`config.mk`:
```
export PLATFORM = sky130hd
export DESIGN_NAME = matmul_ctrl_10x10_flat
export DESIGN_NICKNAME = d
export VERILOG_FILES = /design/src/rtl/matmul_pkg.sv /design/src/rtl/matmul_ctrl_10x10_if.sv /design/src/rtl/matmul_ctrl_10x10_mac_unit.sv /design/src/rtl/matmul_ctrl_10x10.sv /design/src/flat_wrapper.sv
export SDC_FILE = /design/constraint.sdc
export NUM_CORES = 1
export LEC_CHECK = 0
export BUFFER_PORTS_ARGS = -buffer_cell sky130_fd_sc_hd__buf_2
export CAP_MARGIN = 0
export CORE_ASPECT_RATIO = 1.25
export CORE_UTILIZATION = 60
export CTS_CLUSTER_DIAMETER = 100
export CTS_CLUSTER_SIZE = 24
export DETAILED_ROUTE_END_ITERATION = 8
export HOLD_SLACK_MARGIN = 0.1
export PLACE_DENSITY = 0.83
export SYNTH_ARGS = -nofsm -noshare
export SYNTH_HDL_FRONTEND = slang
export SYNTH_SLANG_ARGS = --single-unit
export TNS_END_PERCENT = 50
```
`constraint.sdc`:
```
create_clock -name clk -period 7.5 [get_ports clk]
set_input_delay 0.75 -clock clk [delete_from_list [all_inputs] [get_ports clk]]
set_output_delay 0.75 -clock clk [all_outputs]
set_load 0.005 [all_outputs]
```
`src/rtl/matmul_pkg.sv`:
```
// Shared types and default sizes for the 10x10 matrix-multiply sequencer.
package matmul_pkg;

  localparam int unsigned ADDR_WIDTH         = 4;
  localparam int unsigned N_DEFAULT          = 10;
  localparam int unsigned DATA_WIDTH_DEFAULT = 8;
  localparam int unsigned ACC_WIDTH_DEFAULT  = 20;

  typedef enum logic [1:0] {
    IDLE  = 2'd0,
    RUN   = 2'd1,
    WRITE = 2'd2,
    DONE  = 2'd3
  } state_t;

endpackage

```
`src/rtl/matmul_ctrl_10x10_if.sv`:
```
// Memory-side bus of the sequencer: A/B read ports and the C write port.
interface matmul_ctrl_10x10_if
  import matmul_pkg::*;
#(
  parameter int unsigned DATA_WIDTH = DATA_WIDTH_DEFAULT,
  parameter int unsigned ACC_WIDTH  = ACC_WIDTH_DEFAULT
);

  logic                  a_en_ReadMat;
  logic [ADDR_WIDTH-1:0] a_rowAddr;
  logic [ADDR_WIDTH-1:0] a_colAddr;
  logic [DATA_WIDTH-1:0] a_readData;

  logic                  b_en_ReadMat;
  logic [ADDR_WIDTH-1:0] b_rowAddr;
  logic [ADDR_WIDTH-1:0] b_colAddr;
  logic [DATA_WIDTH-1:0] b_readData;

  logic                  c_en_WriteMat;
  logic [ADDR_WIDTH-1:0] c_rowAddr;
  logic [ADDR_WIDTH-1:0] c_colAddr;
  logic [ACC_WIDTH-1:0]  c_writeData;

  modport master (
    output a_en_ReadMat, a_rowAddr, a_colAddr,
    input  a_readData,
    output b_en_ReadMat, b_rowAddr, b_colAddr,
    input  b_readData,
    output c_en_WriteMat, c_rowAddr, c_colAddr, c_writeData
  );

  modport slave (
    input  a_en_ReadMat, a_rowAddr, a_colAddr,
    output a_readData,
    input  b_en_ReadMat, b_rowAddr, b_colAddr,
    output b_readData,
    input  c_en_WriteMat, c_rowAddr, c_colAddr, c_writeData
  );

endinterface

```
`src/rtl/matmul_ctrl_10x10_mac_unit.sv`:
```
// Unsigned multiply-accumulate: registered accumulator plus a combinational
// running sum so the final product can be folded in without an extra cycle.
module mac_unit #(
  parameter int unsigned DATA_WIDTH = 8,
  parameter int unsigned ACC_WIDTH  = 20
) (
  input  logic                  clk,
  input  logic                  rst,
  input  logic                  clr,
  input  logic                  acc_en,
  input  logic [DATA_WIDTH-1:0] a,
  input  logic [DATA_WIDTH-1:0] b,
  output logic [ACC_WIDTH-1:0]  sum_c
);

  localparam int unsigned PROD_WIDTH = 2 * DATA_WIDTH;

  logic [ACC_WIDTH-1:0]  acc;
  logic [PROD_WIDTH-1:0] prod;

  assign prod  = PROD_WIDTH'(a) * PROD_WIDTH'(b);
  assign sum_c = acc + ACC_WIDTH'(prod);

  always_ff @(posedge clk) begin
    if (rst) begin
      acc <= '0;
    end else if (clr) begin
      acc <= '0;
    end else if (acc_en) begin
      acc <= sum_c;
    end
  end

endmodule

```
`src/rtl/matmul_ctrl_10x10.sv`:
```
// C = A x B sequencer: walks (i,j) row-major, streams k through A/B reads,
// and writes each accumulated C entry in a single WRITE cycle.
module matmul_ctrl_10x10
  import matmul_pkg::*;
#(
  parameter int unsigned N          = N_DEFAULT,
  parameter int unsigned DATA_WIDTH = DATA_WIDTH_DEFAULT,
  parameter int unsigned ACC_WIDTH  = ACC_WIDTH_DEFAULT
) (
  input  logic                clk,
  input  logic                rst,
  input  logic                start,
  output logic                busy,
  output logic                done,
  matmul_ctrl_10x10_if.master mem
);

  localparam logic [ADDR_WIDTH-1:0] LAST = ADDR_WIDTH'(N - 1);
  localparam logic [ADDR_WIDTH-1:0] ONE  = ADDR_WIDTH'(1);

  state_t                state, state_nxt;
  logic [ADDR_WIDTH-1:0] i, j, k;
  logic [ADDR_WIDTH-1:0] i_nxt, j_nxt, k_nxt;
  logic                  rd_en, c_en;
  logic                  mac_clr, mac_acc;
  logic [ACC_WIDTH-1:0]  sum_c;

  // Next-state, counter advance and accumulator control
  always_comb begin
    state_nxt = state;
    i_nxt     = i;
    j_nxt     = j;
    k_nxt     = k;
    mac_clr   = 1'b0;
    mac_acc   = 1'b0;
    unique case (state)
      IDLE: begin
        if (start) begin
          state_nxt = RUN;
          i_nxt     = '0;
          j_nxt     = '0;
          k_nxt     = '0;
        end
      end
      RUN: begin
        // Data returned this cycle belongs to k-1; k=0 starts a fresh sum
        mac_clr = (k == '0);
        mac_acc = (k != '0);
        if (k == LAST) begin
          state_nxt = WRITE;
        end else begin
          k_nxt = k + ONE;
        end
      end
      WRITE: begin
        k_nxt     = '0;
        state_nxt = RUN;
        if (j == LAST) begin
          j_nxt = '0;
          if (i == LAST) begin
            i_nxt     = '0;
            state_nxt = DONE;
          end else begin
            i_nxt = i + ONE;
          end
        end else begin
          j_nxt = j + ONE;
        end
      end
      DONE: begin
        state_nxt = IDLE;
      end
      default: begin
        state_nxt = IDLE;
      end
    endcase
  end

  // State, counters and registered strobes
  always_ff @(posedge clk) begin
    if (rst) begin
      state <= IDLE;
      i     <= '0;
      j     <= '0;
      k     <= '0;
      busy  <= 1'b0;
      done  <= 1'b0;
      rd_en <= 1'b0;
      c_en  <= 1'b0;
    end else begin
      state <= state_nxt;
      i     <= i_nxt;
      j     <= j_nxt;
      k     <= k_nxt;
      busy  <= (state_nxt != IDLE);
      done  <= (state_nxt == DONE);
      rd_en <= (state_nxt == RUN);
      c_en  <= (state_nxt == WRITE);
    end
  end

  mac_unit #(
    .DATA_WIDTH (DATA_WIDTH),
    .ACC_WIDTH  (ACC_WIDTH)
  ) u_mac (
    .clk    (clk),
    .rst    (rst),
    .clr    (mac_clr),
    .acc_en (mac_acc),
    .a      (mem.a_readData),
    .b      (mem.b_readData),
    .sum_c  (sum_c)
  );

  assign mem.a_en_ReadMat  = rd_en;
  assign mem.a_rowAddr     = i;
  assign mem.a_colAddr     = k;
  assign mem.b_en_ReadMat  = rd_en;
  assign mem.b_rowAddr     = k;
  assign mem.b_colAddr     = j;
  assign mem.c_en_WriteMat = c_en;
  assign mem.c_rowAddr     = i;
  assign mem.c_colAddr     = j;
  // Held at zero outside WRITE so stale read data never shows on the bus
  assign mem.c_writeData   = c_en ? sum_c : '0;

endmodule

```
`src/flat_wrapper.sv`:
```
// flat-port wrapper written by rule: the top's interface ports become plain ports
module matmul_ctrl_10x10_flat import matmul_pkg::*;
#(
  parameter int unsigned N          = N_DEFAULT,
  parameter int unsigned DATA_WIDTH = DATA_WIDTH_DEFAULT,
  parameter int unsigned ACC_WIDTH  = ACC_WIDTH_DEFAULT
)
  (clk, rst, start, busy, done, mem_a_en_ReadMat, mem_a_rowAddr, mem_a_colAddr, mem_a_readData, mem_b_en_ReadMat, mem_b_rowAddr, mem_b_colAddr, mem_b_readData, mem_c_en_WriteMat, mem_c_rowAddr, mem_c_colAddr, mem_c_writeData);
  matmul_ctrl_10x10_if #(.DATA_WIDTH(DATA_WIDTH), .ACC_WIDTH(ACC_WIDTH)) mem_i ();
  input  logic clk;
  input  logic rst;
  input  logic start;
  output logic busy;
  output logic done;
  output wire logic [$bits(mem_i.a_en_ReadMat)-1:0] mem_a_en_ReadMat;
  output wire logic [$bits(mem_i.a_rowAddr)-1:0] mem_a_rowAddr;
  output wire logic [$bits(mem_i.a_colAddr)-1:0] mem_a_colAddr;
  input wire logic [$bits(mem_i.a_readData)-1:0] mem_a_readData;
  output wire logic [$bits(mem_i.b_en_ReadMat)-1:0] mem_b_en_ReadMat;
  output wire logic [$bits(mem_i.b_rowAddr)-1:0] mem_b_rowAddr;
  output wire logic [$bits(mem_i.b_colAddr)-1:0] mem_b_colAddr;
  input wire logic [$bits(mem_i.b_readData)-1:0] mem_b_readData;
  output wire logic [$bits(mem_i.c_en_WriteMat)-1:0] mem_c_en_WriteMat;
  output wire logic [$bits(mem_i.c_rowAddr)-1:0] mem_c_rowAddr;
  output wire logic [$bits(mem_i.c_colAddr)-1:0] mem_c_colAddr;
  output wire logic [$bits(mem_i.c_writeData)-1:0] mem_c_writeData;
  assign mem_a_en_ReadMat = mem_i.a_en_ReadMat;
  assign mem_a_rowAddr = mem_i.a_rowAddr;
  assign mem_a_colAddr = mem_i.a_colAddr;
  assign mem_i.a_readData = mem_a_readData;
  assign mem_b_en_ReadMat = mem_i.b_en_ReadMat;
  assign mem_b_rowAddr = mem_i.b_rowAddr;
  assign mem_b_colAddr = mem_i.b_colAddr;
  assign mem_i.b_readData = mem_b_readData;
  assign mem_c_en_WriteMat = mem_i.c_en_WriteMat;
  assign mem_c_rowAddr = mem_i.c_rowAddr;
  assign mem_c_colAddr = mem_i.c_colAddr;
  assign mem_c_writeData = mem_i.c_writeData;
  matmul_ctrl_10x10 #(.N(N), .DATA_WIDTH(DATA_WIDTH), .ACC_WIDTH(ACC_WIDTH)) u_core (.clk(clk), .rst(rst), .start(start), .busy(busy), .done(done), .mem(mem_i));
endmodule
```
# Word level (Yosys, flattened, before mapping)
# Cells that the tools add are included.
# word_totals
mem_bits_ro	0
mem_bits_rw	0
regBits	38
latchBits	0
n_memories	0
# classes
n_mux	16
add_sub_neg	4
n_shift	0
div	0
eq_ne	12
n_bitwise	0
mul	1
order_cmp	0
n_reduce_logical	10
# op_table
cell	count
$add A20 B16 Y20	1
$mux W20	1
$mux W4	5
$mul A8 B8 Y16	1
$pmux W4 S2	2
$add A4 B1 Y4 const B	3
$eq A4 B4 Y1 const B	3
$pmux W4 S3	1
$eq A2 B2 Y1 const B	4
$mux W2	4
$pmux W2 S4	1
$reduce_and A3 Y1	2
$eq A2 B1 Y1 const B	2
$logic_not A4 Y1	1
$ne A2 B2 Y1 const B	2
$reduce_bool A2 Y1	2
$reduce_bool A4 Y1	1
$reduce_bool A3 Y1	1
$logic_not A2 Y1	1
$mux W1	2
$ne A2 B1 Y1 const B	1
$reduce_and A2 Y1	1
$reduce_or A2 Y1	1

# Depth between registers and ports, before layout
# Gate-level depths: netlist (run 1).
# depth
depth_word	5
mapped_depth	18
mapped_depth_nobuf	17

# Hierarchy
# A second synthesis (run 1) with hierarchy kept.
# unflattened
hier_cells	556
hier_area_um2	4762.1
# modules_own_cells
module	cells_each	area_each_um2	seq_area_each_um2	n_inst
mac_unit	418	3534.6	400.4	1
matmul_ctrl_10x10	138	1227.4	360.3	1

# Worst setup path before layout (run 1)
# OpenSTA, ideal clock, no wires.
# synth_timing
kind	input to output
start	input port mem_a_readData[5]
end	output port mem_c_writeData[18]
arrival_ns	4.586
required_ns	6.750
stages	15
setup_slack_ns	2.164
n_path_buf	1
cell_sequence	clkbuf_1 -> nand2_1 -> fa_1 -> inv_1 -> fa_1 -> fa_1 -> inv_1 -> fa_1 -> inv_1 -> ha_1 -> nand2_1 -> o31a_2 -> o31ai_4 -> xor2_1 -> and2_1
# synth_between
elab_chain_len	3
# synth_lines
item	line_no	source
start, declared	flat_wrapper.sv:18	input wire logic [$bits(mem_i.a_readData)-1:0] mem_a_readData;
$mul A8 B8 Y16	matmul_ctrl_10x10_mac_unit.sv:21	assign prod = PROD_WIDTH'(a) * PROD_WIDTH'(b);
$add A20 B16 Y20	matmul_ctrl_10x10_mac_unit.sv:22	assign sum_c = acc + ACC_WIDTH'(prod);
$mux W20	matmul_ctrl_10x10.sv:125	assign mem.c_writeData = c_en ? sum_c : '0;
end, declared	flat_wrapper.sv:26	output wire logic [$bits(mem_i.c_writeData)-1:0] mem_c_writeData;
# Every way passes these cells.

# Worst setup path in the final report (run 1)
# layout_timing
start	input port mem_a_readData[1]
end	output port mem_c_writeData[15]
# The elaborated chain is that of the path after synthesis.

==> flow_summary.json, run 1 <==
{
  "floorplan.die.width_um": 79.4,
  "max-clock-path-buffers": 2,
  "r2r-end": "u_core.u_mac.acc[15]",
  "highest-signal-layer": "met4",
  "multi_input_area_sq_um": 3190,
  "ir_drop_mv": 0.152,
  "route.detailed.wl_per_inst_um": 14.0,
  "max_slew_violation_total_from_the_final_report": 0,
  "max_fo_critical_path": 8,
  "drt_drc_violations_left": 0,
  "final_common_cell": "inv_1",
  "io_pins": 68,
  "detailedPlacementHpwl_mm": 7.91,
  "final.setup_skew_ns": 0.00331,
  "detail_route.vias_per_cell": 5.42,
  "post_synthesis_mean_instance_area_sq_um": 8.29,
  "timing.setup.tns_ns": 0,
  "timing.critical_path.to_type": "output port",
  "overflow": 0,
  "die_h_um": 98.7,
  "global_route_wire_length_before_repair_mm": 17.1,
  "route.layer.met1.wl_mm": 3.97,
  "finalCritPeriodShare_pct": 77.1,
  "grt_usage_pct": 27.2,
  "ys_seq_elements": 38,
  "timing.reg2reg.worst_path_depth": 15,
  "1st_iter_drt_viols": 91,
  "grt_antenna_before_repair": 0,
  "final_core_util_pct": 69.4,
  "layout_min_cycle_time_ns": 5.78,
  "dr.pass1.iters": 4,
  "tritoncts.num_buffers": 5,
  "cts_hold_buf": 0,
  "timing_worst_setup_path_type": "input pin to output port",
  "setup_ws_ns": 1.72,
  "layout.area.seq_sq_um": 761,
  "timing_worst_slew_pin_value_ns": 0.888,
  "most-common-layout-cells": "inv_1, buf_2, nand2_1, and2_1, fa_1",
  "maxSlewHeadroom_pct": 40.3,
  "critPathMaxStageDelay_ns": 0.55,
  "synth.yosys.seq_area_share_pct": 16.9,
  "clockRootBuffer": "clkbuf_8",
  "total_design_power_mw": 1.06,
  "overall_routed_net_length_mm": 9.53,
  "run_status": "completed",
  "cellLeakagePower_nw": 2.58,
  "port_buffers": 67,
  "via_count_of_the_first_global_routing_pass": 3808,
  "synthesis.area_sq_um": 4490,
  "dominantRegCellSynth": "dfxtp_1",
  "design.die.area_sq_um": 7840,
  "cts_sinks": 38,
  "synth_cell_types": 43,
  "place.gp.congestion": 0.954,
  "synth_edf_count": 0,
  "core_area_sq_um": 7100,
  "met2_wirelength_mm": 5.05,
  "post-place-ws_ns": 1.76,
  "vias": 3694,
  "worst_setup_path_start_kind": "input pin",
  "nNetsFinal": 708,
  "num-fill-cells": 595,
  "max_clock_freq_mhz": 173,
  "cts_max_level": 2,
  "powerDensity_nw_per_um2": 215,
  "drive_gt1_share_pct": 14.4,
  "timing.hold.worst_path_depth": 2,
  "setup_viol": 0,
  "critical_path_required_ns": 6.75,
  "hp-class": "register to register",
  "max_cap_viol_count": 0,
  "dr_wl_met3_um": 362,
  "worstHoldEndpoint": "u_core.u_mac.acc[1]",
  "floorplan.rows": 34,
  "hold_violations": 0,
  "antenna-diode-count": 0,
  "tritoncts": "done",
  "clk_pin_slew_ns": 0.08,
  "initial_util_pct": 63.2,
  "syn-instance-count": 542,
  "critical-path-top-cell-by-count": "fa_1",
  "cp_cell_sequence": "buf_2 > and2_1 > fa_1 > fa_1 > fa_1 > inv_1 > fa_1 > inv_1 > ha_1 > o211ai_1 > a21oi_2 > o21ai_0 > o31ai_1 > xor2_1 > and2_1 > buf_2",
  "postCtsSetupBuffers": 0,
  "post_cts_sizing": 0,
  "reg2reg_from": "u_core.u_mac.acc[6]",
  "grt_max_degree": 30,
  "setup_repair_after_global_routing_missed_its_margin": "false",
  "final_antenna_net_count": 0,
  "clock_latency_ns": 0.30,
  "mappedNetlistNets": 659,
  "postSynth.asyncResetShare_pct": 0,
  "rrSetupSlack_ns": 3.18,
  "timing.critical_path.slowest_stage_cell": "fa_1",
  "area_growth_syn_to_layout_pct": 9.75,
  "worstPathArrival_ns": 5.03,
  "synthesis.yosys.warnings": 0,
  "hold_path_startpoint": "u_core.u_mac.acc[1]"
}
[registers in the layout, summed over array words and instances, names as in the netlist]
signal,count
u_core.mem.a_en_ReadMat,1
u_core.mem.a_rowAddr,4
u_core.mem.b_colAddr,4
u_core.busy,1
u_core.state,2
u_core.u_mac.acc,20
u_core.done,1
u_core.mem.a_colAddr,4
u_core.mem.c_en_WriteMat,1
[synth_stat cells (2+ instances only)]
cell type    n  area share, %
inv_1      104            8.7
nand2_1     56            4.7
and2_1      52            7.2
fa_1        50             22
ha_1        48             13
dfxtp_1     38             17
nor2_1      33            2.8
a21oi_1     29            3.2
buf_4       14            2.3
xor2_1      14            2.7
clkbuf_1    10           0.84
nand3_1     10            1.1
o21ai_0      9            1.0
xnor2_1      8            1.6
a22o_1       6            1.2
a22oi_1      6            1.0
nor3_1       6           0.67
nand2b_1     5           0.70
nand4_1      5           0.70
nand3b_1     4           0.67
o21a_1       4           0.67
a21o_1       3           0.50
nor2b_1      3           0.42
o211ai_1     2           0.33
o21ai_1      2           0.22
o21bai_1     2           0.33
o31ai_1      2           0.33
or2_2        2           0.28
[per-stage QoR]
| step | instances | hold WS [ns] | instance area (sq um) |
|---|---|---|---|
| 2_1_floorplan | 542 | 0.432 | 4490 |
| 3_3_place_gp | 674 | 0.440 | 4790 |
| 3_5_place_dp | 674 | 0.448 | 4790 |
| 4_1_cts | 682 | 0.460 | 4930 |
| 5_1_grt | 682 | 0.496 | 4930 |
| 6_report | 682 | 0.459 | 4930 |
[layer usage]
layer	vias to the layer above	global-route usage, %
li1	1790	-
met1	1797	33.6
met2	92	49.2
met3	15	2.96
met4	0	8.11
met5	-	0
[cell families (layout without fill, tap and decap cells)]
family / after synthesis / count (layout) / synth area share, %
adder cells (fa/ha/maj): 98 / 98 / 35.7
flip-flops: 38 / 38 / 16.9
AND/OR/NAND/NOR: 183 / 183 / 20.6
buffers and inverters: 129 / 179 / 12.0
XOR/XNOR: 22 / 22 / 4.29
AO/OA/AOI/OAI: 72 / 72 / 10.6
[power by group]
part,switching [mW],total [mW],internal [mW]
registers,0.00543,0.214,0.208
logic,0.386,0.631,0.245
clock network,0.0822,0.216,0.133
[worst max path at each step]
| stage | slack, ns | depth (start not counted) | endpoint | from |
|---|---|---|---|---|
| 3_5_place_dp | 1.76 | 16 | mem_c_writeData[15] | mem_a_readData[1] |
| 5_1_grt | 1.49 | 16 | mem_c_writeData[19] | mem_a_readData[2] |
| 2_1_floorplan | 2.16 | 15 | mem_c_writeData[18] | mem_a_readData[5] |
| 3_3_place_gp | 1.79 | 16 | mem_c_writeData[15] | mem_a_readData[1] |
| 4_1_cts | 1.74 | 16 | mem_c_writeData[15] | mem_a_readData[1] |
| 6_report | 1.72 | 16 | mem_c_writeData[15] | mem_a_readData[1] |
[worst max-delay path: cells and delay by family]
family                   cells  cell delay (ns)
adder cells (fa/ha/maj)      5             2.53
AND/OR/NAND/NOR              2             0.34
AO/OA/AOI/OAI                4             0.83
buffers and inverters        4             0.36
XOR/XNOR                     1             0.23
[final cells by class]
type / instances / area share [%]
clock buffer: 5 / 1.40
clock inverter: 3 / 1.40
multi-input combinational: 375 / 64.8
sequential: 38 / 15.4
tap: 90 / 2.28
inverter: 104 / 7.92
timing repair buffer: 67 / 6.80
(Power assumes the default switching activity.)
==> inputs of run 2 (changes only) <==
--- a/config.mk
+++ b/config.mk
@@ -8,12 +8,12 @@
 export BUFFER_PORTS_ARGS = -buffer_cell sky130_fd_sc_hd__buf_2
 export CAP_MARGIN = 0
 export CORE_ASPECT_RATIO = 1.25
-export CORE_UTILIZATION = 60
+export CORE_UTILIZATION = 59
 export CTS_CLUSTER_DIAMETER = 100
 export CTS_CLUSTER_SIZE = 24
 export DETAILED_ROUTE_END_ITERATION = 8
 export HOLD_SLACK_MARGIN = 0.1
-export PLACE_DENSITY = 0.83
+export PLACE_DENSITY = 0.82
 export SYNTH_ARGS = -nofsm -noshare
 export SYNTH_HDL_FRONTEND = slang
 export SYNTH_SLANG_ARGS = --single-unit
==> constraint.sdc (replaced) <==
create_clock -name clk -period 5.8 [get_ports clk]
set_input_delay 0.58 -clock clk [delete_from_list [all_inputs] [get_ports clk]]
set_output_delay 0.58 -clock clk [all_outputs]
set_load 0.005 [all_outputs]
==> flow_summary.json, run 2 (same netlist as run 1, synthesis figures left out) <==
{
  "setup_viol": 0,
  "setup_repair_after_global_routing_missed_its_margin": "false",
  "grt_usage_pct": 26.0,
  "io_pins": 68,
  "drive_gt1_share_pct": 14.4,
  "overflow": 0,
  "clockRootBuffer": "clkbuf_8",
  "grt_max_degree": 30,
  "postCtsSetupBuffers": 0,
  "final.setup_skew_ns": 0.00641,
  "maxSlewHeadroom_pct": 38.5,
  "post_cts_sizing": 0,
  "global_route_wire_length_before_repair_mm": 16.4,
  "max_fo_critical_path": 8,
  "worst_setup_path_start_kind": "input pin",
  "worstPathArrival_ns": 4.90,
  "1st_iter_drt_viols": 66,
  "route.detailed.wl_per_inst_um": 13.6,
  "run_status": "completed",
  "grt_antenna_before_repair": 0,
  "timing_worst_slew_pin_value_ns": 0.915,
  "max_cap_viol_count": 0,
  "max_clock_freq_mhz": 183,
  "finalCritPeriodShare_pct": 94.4,
  "hold_path_startpoint": "u_core.u_mac.acc[1]",
  "final_core_util_pct": 66.5,
  "vias": 3621,
  "final_antenna_net_count": 0,
  "reg2reg_from": "u_core.u_mac.acc[6]",
  "most-common-layout-cells": "inv_1, buf_2, nand2_1, and2_1, fa_1",
  "timing.critical_path.to_type": "output port",
  "initial_util_pct": 61.1,
  "core_area_sq_um": 7360,
  "port_buffers": 67,
  "nNetsFinal": 708,
  "count_of_buffering_cells_on_the_critical_path_with_inverters_included": 4,
  "floorplan.die.width_um": 80.0,
  "timing.critical_path.slowest_stage_cell": "fa_1",
  "rrSetupSlack_ns": 1.43,
  "timing.setup.tns_ns": 0,
  "timing_worst_setup_path_type": "input pin to output port",
  "dr.pass1.iters": 4,
  "drt_drc_violations_left": 0,
  "area_growth_syn_to_layout_pct": 8.86,
  "worstHoldEndpoint": "u_core.u_mac.acc[1]",
  "place.gp.congestion": 0.934,
  "cellLeakagePower_nw": 2.56,
  "critical-path-top-cell-by-count": "fa_1",
  "timing.reg2reg.worst_path_depth": 15,
  "detailedPlacementHpwl_mm": 7.78,
  "tritoncts": "done",
  "layout_min_cycle_time_ns": 5.48,
  "hp-class": "register to register",
  "antenna-diode-count": 0,
  "max_slew_violation_total_from_the_final_report": 0,
  "design.die.area_sq_um": 7970,
  "layout.area.seq_sq_um": 761,
  "largest_register_ff_count": 20,
  "cts_max_level": 2,
  "powerDensity_nw_per_um2": 261,
  "multi_input_area_sq_um": 3190,
  "via_count_of_the_first_global_routing_pass": 3663,
  "num-fill-cells": 645,
  "final.hold.worst_slack_ns": 0.459,
  "timing.hold.worst_path_depth": 2,
  "detail_route.vias_per_cell": 5.29,
  "cp_delay_by_family_top": "adder cells",
  "top_register": "u_core.u_mac.acc",
  "clk_pin_slew_ns": 0.08,
  "clock_latency_ns": 0.29,
  "hold_violations": 0,
  "critPathMaxStageDelay_ns": 0.56,
  "floorplan.rows": 35,
  "r2r-end": "u_core.u_mac.acc[17]",
  "die_h_um": 99.6,
  "final_common_cell": "inv_1",
  "cp_cell_sequence": "buf_2 > and2_1 > fa_1 > fa_1 > fa_1 > inv_1 > fa_1 > inv_1 > ha_1 > o211ai_1 > a21oi_2 > o21ai_0 > o31ai_1 > xor2_1 > and2_1 > buf_2",
  "tritoncts.num_buffers": 5,
  "critical_path_required_ns": 5.22,
  "ir_drop_mv": 0.150,
  "max-clock-path-buffers": 2,
  "cts_hold_buf": 0,
  "cts_sinks": 38,
  "overall_routed_net_length_mm": 9.28
}
-- run 2: tightest hold or removal path, cell delays in order (launching register included) --
cell and delay [ns]:
dfxtp_1 0.32, nand2_1 0.05, a21oi_1 0.05
-- run 2: power by group --
| part | internal [mW] | total [mW] | switching [mW] |
|---|---|---|---|
| logic | 0.315 | 0.808 | 0.493 |
| clock network | 0.0956 | 0.194 | 0.0986 |
| registers | 0.270 | 0.276 | 0.00676 |
-- run 2: routing by layer --
layer  GRT usage, %  up-vias  routed length [um]
met5              0        -                   0
met4           8.52        0                 224
met3           3.94       19                 363
met2           47.3       81                4800
met1           30.8     1735                3900
li1               -     1786                   -
-- run 2: final cells by class --
| class | instances | share of cell area (%) |
|---|---|---|
| Inverter | 104 | 7.98 |
| Multi-Input combinational cell | 375 | 65.3 |
| Sequential cell | 38 | 15.6 |
| Tap cell | 92 | 2.35 |
| Clock buffer | 6 | 1.69 |
| Timing Repair Buffer | 67 | 6.86 |
| Clock inverter | 2 | 0.256 |
-- run 2: how the worst max path moves through the flow --
| stage | endpoint | startpoint | slack [ns] | depth (start not counted) |
|---|---|---|---|---|
| floorplan | mem_c_writeData[18] | mem_a_readData[5] | 0.80 | 15 |
| global placement | mem_c_writeData[15] | mem_a_readData[1] | 0.40 | 16 |
| detailed placement | mem_c_writeData[17] | mem_a_readData[1] | 0.35 | 16 |
| CTS | mem_c_writeData[17] | mem_a_readData[1] | 0.34 | 16 |
| global route | mem_c_writeData[15] | mem_a_readData[1] | 0.05 | 16 |
| finish | mem_c_writeData[17] | mem_a_readData[1] | 0.32 | 16 |
-- run 2: through the flow --
stage                     std cells  power (mW)  worst slack, ns  area, sq um
after floorplan                 542       0.905            0.804         4490
after global placement          676        1.07            0.404         4790
after detailed placement        676        1.09            0.353         4790
after CTS                       684        1.29            0.336         4890
after global routing            684        1.43           0.0538         4890
final                           684        1.28            0.322         4890
==> inputs of run 3 (changes only) <==
--- a/config.mk
+++ b/config.mk
@@ -13,7 +13,7 @@
 export CTS_CLUSTER_SIZE = 24
 export DETAILED_ROUTE_END_ITERATION = 8
 export HOLD_SLACK_MARGIN = 0.1
-export PLACE_DENSITY = 0.82
+export PLACE_DENSITY_LB_ADDON = 0.15
 export SYNTH_ARGS = -nofsm -noshare
 export SYNTH_HDL_FRONTEND = slang
 export SYNTH_SLANG_ARGS = --single-unit
==> flow_summary.json, run 3 (same netlist as run 1, synthesis figures left out) <==
{
  "final_cell_count_no_fill": 684,
  "numPlacedInstances": 676,
  "power.switching_fraction_pct": 46.9,
  "hp-class": "register to register",
  "p_comb_share_pct": 63.1,
  "ir_drop_mv": 0.213,
  "most_used_routing_layer": "met2",
  "setup_repair_after_global_routing_missed_its_margin": "false",
  "overall_routed_net_length_mm": 9.52,
  "setup_viol": 0,
  "grt.met3_usage_pct": 3.03,
  "postCtsSetupBuffers": 0,
  "die_h_um": 99.6,
  "final_core_util_pct": 66.5,
  "power.internal_uw": 678,
  "antenna-diode-count": 0,
  "area_growth_syn_to_layout_pct": 8.86,
  "timing.critical_path.to_type": "output port",
  "share_seq_of_total_power_pct": 21.7,
  "via_count_of_the_first_global_routing_pass": 3626,
  "timing_worst_slew_pin_value_ns": 0.942,
  "port_buffers": 67,
  "met1_layer_usage_reported_by_global_route_pct": 30.8,
  "reg2reg_from": "u_core.u_mac.acc[6]",
  "grt.met2_usage_pct": 47.6,
  "max_slew_violation_total_from_the_final_report": 0,
  "vias": 3588,
  "clockRootBuffer": "clkbuf_8",
  "timing.hold.worst_path_depth": 2,
  "r2r-end": "u_core.u_mac.acc[15]",
  "cts_max_level": 2,
  "final_common_cell": "inv_1",
  "place.gp.congestion": 0.935,
  "grt_usage_pct": 26.0,
  "drive_gt1_share_pct": 14.4,
  "p_sw_uw": 598,
  "most-common-layout-cells": "inv_1, buf_2, nand2_1, and2_1, fa_1",
  "global_route_wire_length_before_repair_mm": 16.4,
  "max_fo_critical_path": 8,
  "cts_sinks": 38,
  "clock_latency_ns": 0.29,
  "tritoncts.num_buffers": 5,
  "setup_ws_ns": 0.375,
  "1st_iter_drt_viols": 78,
  "powerDensity_nw_per_um2": 261,
  "hold_path_startpoint": "u_core.u_mac.acc[1]",
  "core_area_sq_um": 7360,
  "final.setup_skew_ns": 0.00692,
  "cts_hold_buf": 0,
  "worst_setup_path_start_kind": "input pin",
  "max_clock_freq_mhz": 184,
  "detailedPlacementHpwl_mm": 7.85,
  "grt_max_degree": 30,
  "run_status": "completed",
  "tritoncts": "done",
  "final_antenna_net_count": 0,
  "detail_route.vias_per_cell": 5.25,
  "clk_pin_slew_ns": 0.08,
  "io_pins": 68,
  "layout_min_cycle_time_ns": 5.42,
  "floorplan.die.width_um": 80.0,
  "critical_path_required_ns": 5.22,
  "hold_violations": 0,
  "floorplan.rows": 35,
  "total_design_power_mw": 1.28,
  "route.detailed.wl_per_inst_um": 13.9,
  "dr.pass1.iters": 4,
  "cellLeakagePower_nw": 2.56,
  "finalCritPeriodShare_pct": 93.5,
  "top_register": "u_core.u_mac.acc",
  "nNetsFinal": 708,
  "timing.setup.tns_ns": 0,
  "worstHoldEndpoint": "u_core.u_mac.acc[1]",
  "design.die.area_sq_um": 7970,
  "post_cts_sizing": 0,
  "maxSlewHeadroom_pct": 36.7,
  "grt_antenna_before_repair": 0,
  "worstPathArrival_ns": 4.84,
  "largest_register_ff_count": 20,
  "max-clock-path-buffers": 2,
  "rrSetupSlack_ns": 1.48,
  "overflow": 0,
  "timing_worst_setup_path_type": "input pin to output port",
  "max_cap_viol_count": 0,
  "timing.reg2reg.worst_path_depth": 15,
  "share_clk_of_total_power_pct": 15.2,
  "post-place-ws_ns": 0.397,
  "drt_drc_violations_left": 0,
  "initial_util_pct": 61.1
}
==> run 3: cell counts in the layout (fill, tap and decap cells not counted) <==
Identical to the previous run, type by type.
==> run 3: power by group through the flow <==
stage	clock (mW)	sequential, mW	combinational, mW
6_report	0.194	0.277	0.806
5_1_grt	0.207	0.278	0.919
4_1_cts	0.197	0.277	0.807
3_5_place_dp	0	0.283	0.795
3_3_place_gp	0	0.282	0.792
2_1_floorplan	0	0.281	0.624
==> run 3: layout make-up <==
cell class	count	area (sq um)
clock buffer	6	82.6
tap	92	115
multi-input combinational	375	3190
inverter	104	390
timing repair buffer	67	335
fill	676	2470
sequential	38	761
clock inverter	2	12.5
==> run 3: worst max path at each step <==
stage | from | end
floorplan | mem_a_readData[5] | mem_c_writeData[18]
global placement | mem_a_readData[1] | mem_c_writeData[15]
detailed placement | mem_a_readData[1] | mem_c_writeData[15]
CTS | mem_a_readData[1] | mem_c_writeData[15]
global route | mem_a_readData[2] | mem_c_writeData[19]
finish | mem_a_readData[1] | mem_c_writeData[15]
==> run 3: critical path, stage by stage <==
cell and delay, ns:
buf_2 0.15, and2_1 0.19, fa_1 0.52, fa_1 0.52, fa_1 0.55, inv_1 0.06, fa_1 0.53, inv_1 0.04
ha_1 0.36, o211ai_1 0.13, a21oi_2 0.19, o21ai_0 0.20, o31ai_1 0.34, xor2_1 0.23, and2_1 0.15, buf_2 0.10
==> run 3: per-stage QoR <==
step	area, sq um	hold WS [ns]
2_1_floorplan	4490	0.432
3_3_place_gp	4790	0.440
3_5_place_dp	4790	0.451
4_1_cts	4890	0.462
5_1_grt	4890	0.484
6_report	4890	0.458
==> run 3: routing by layer <==
layer	wire length, um	up-vias
li1	-	1782
met1	4020	1713
met2	4970	79
met3	312	14
met4	218	0
met5	0	-
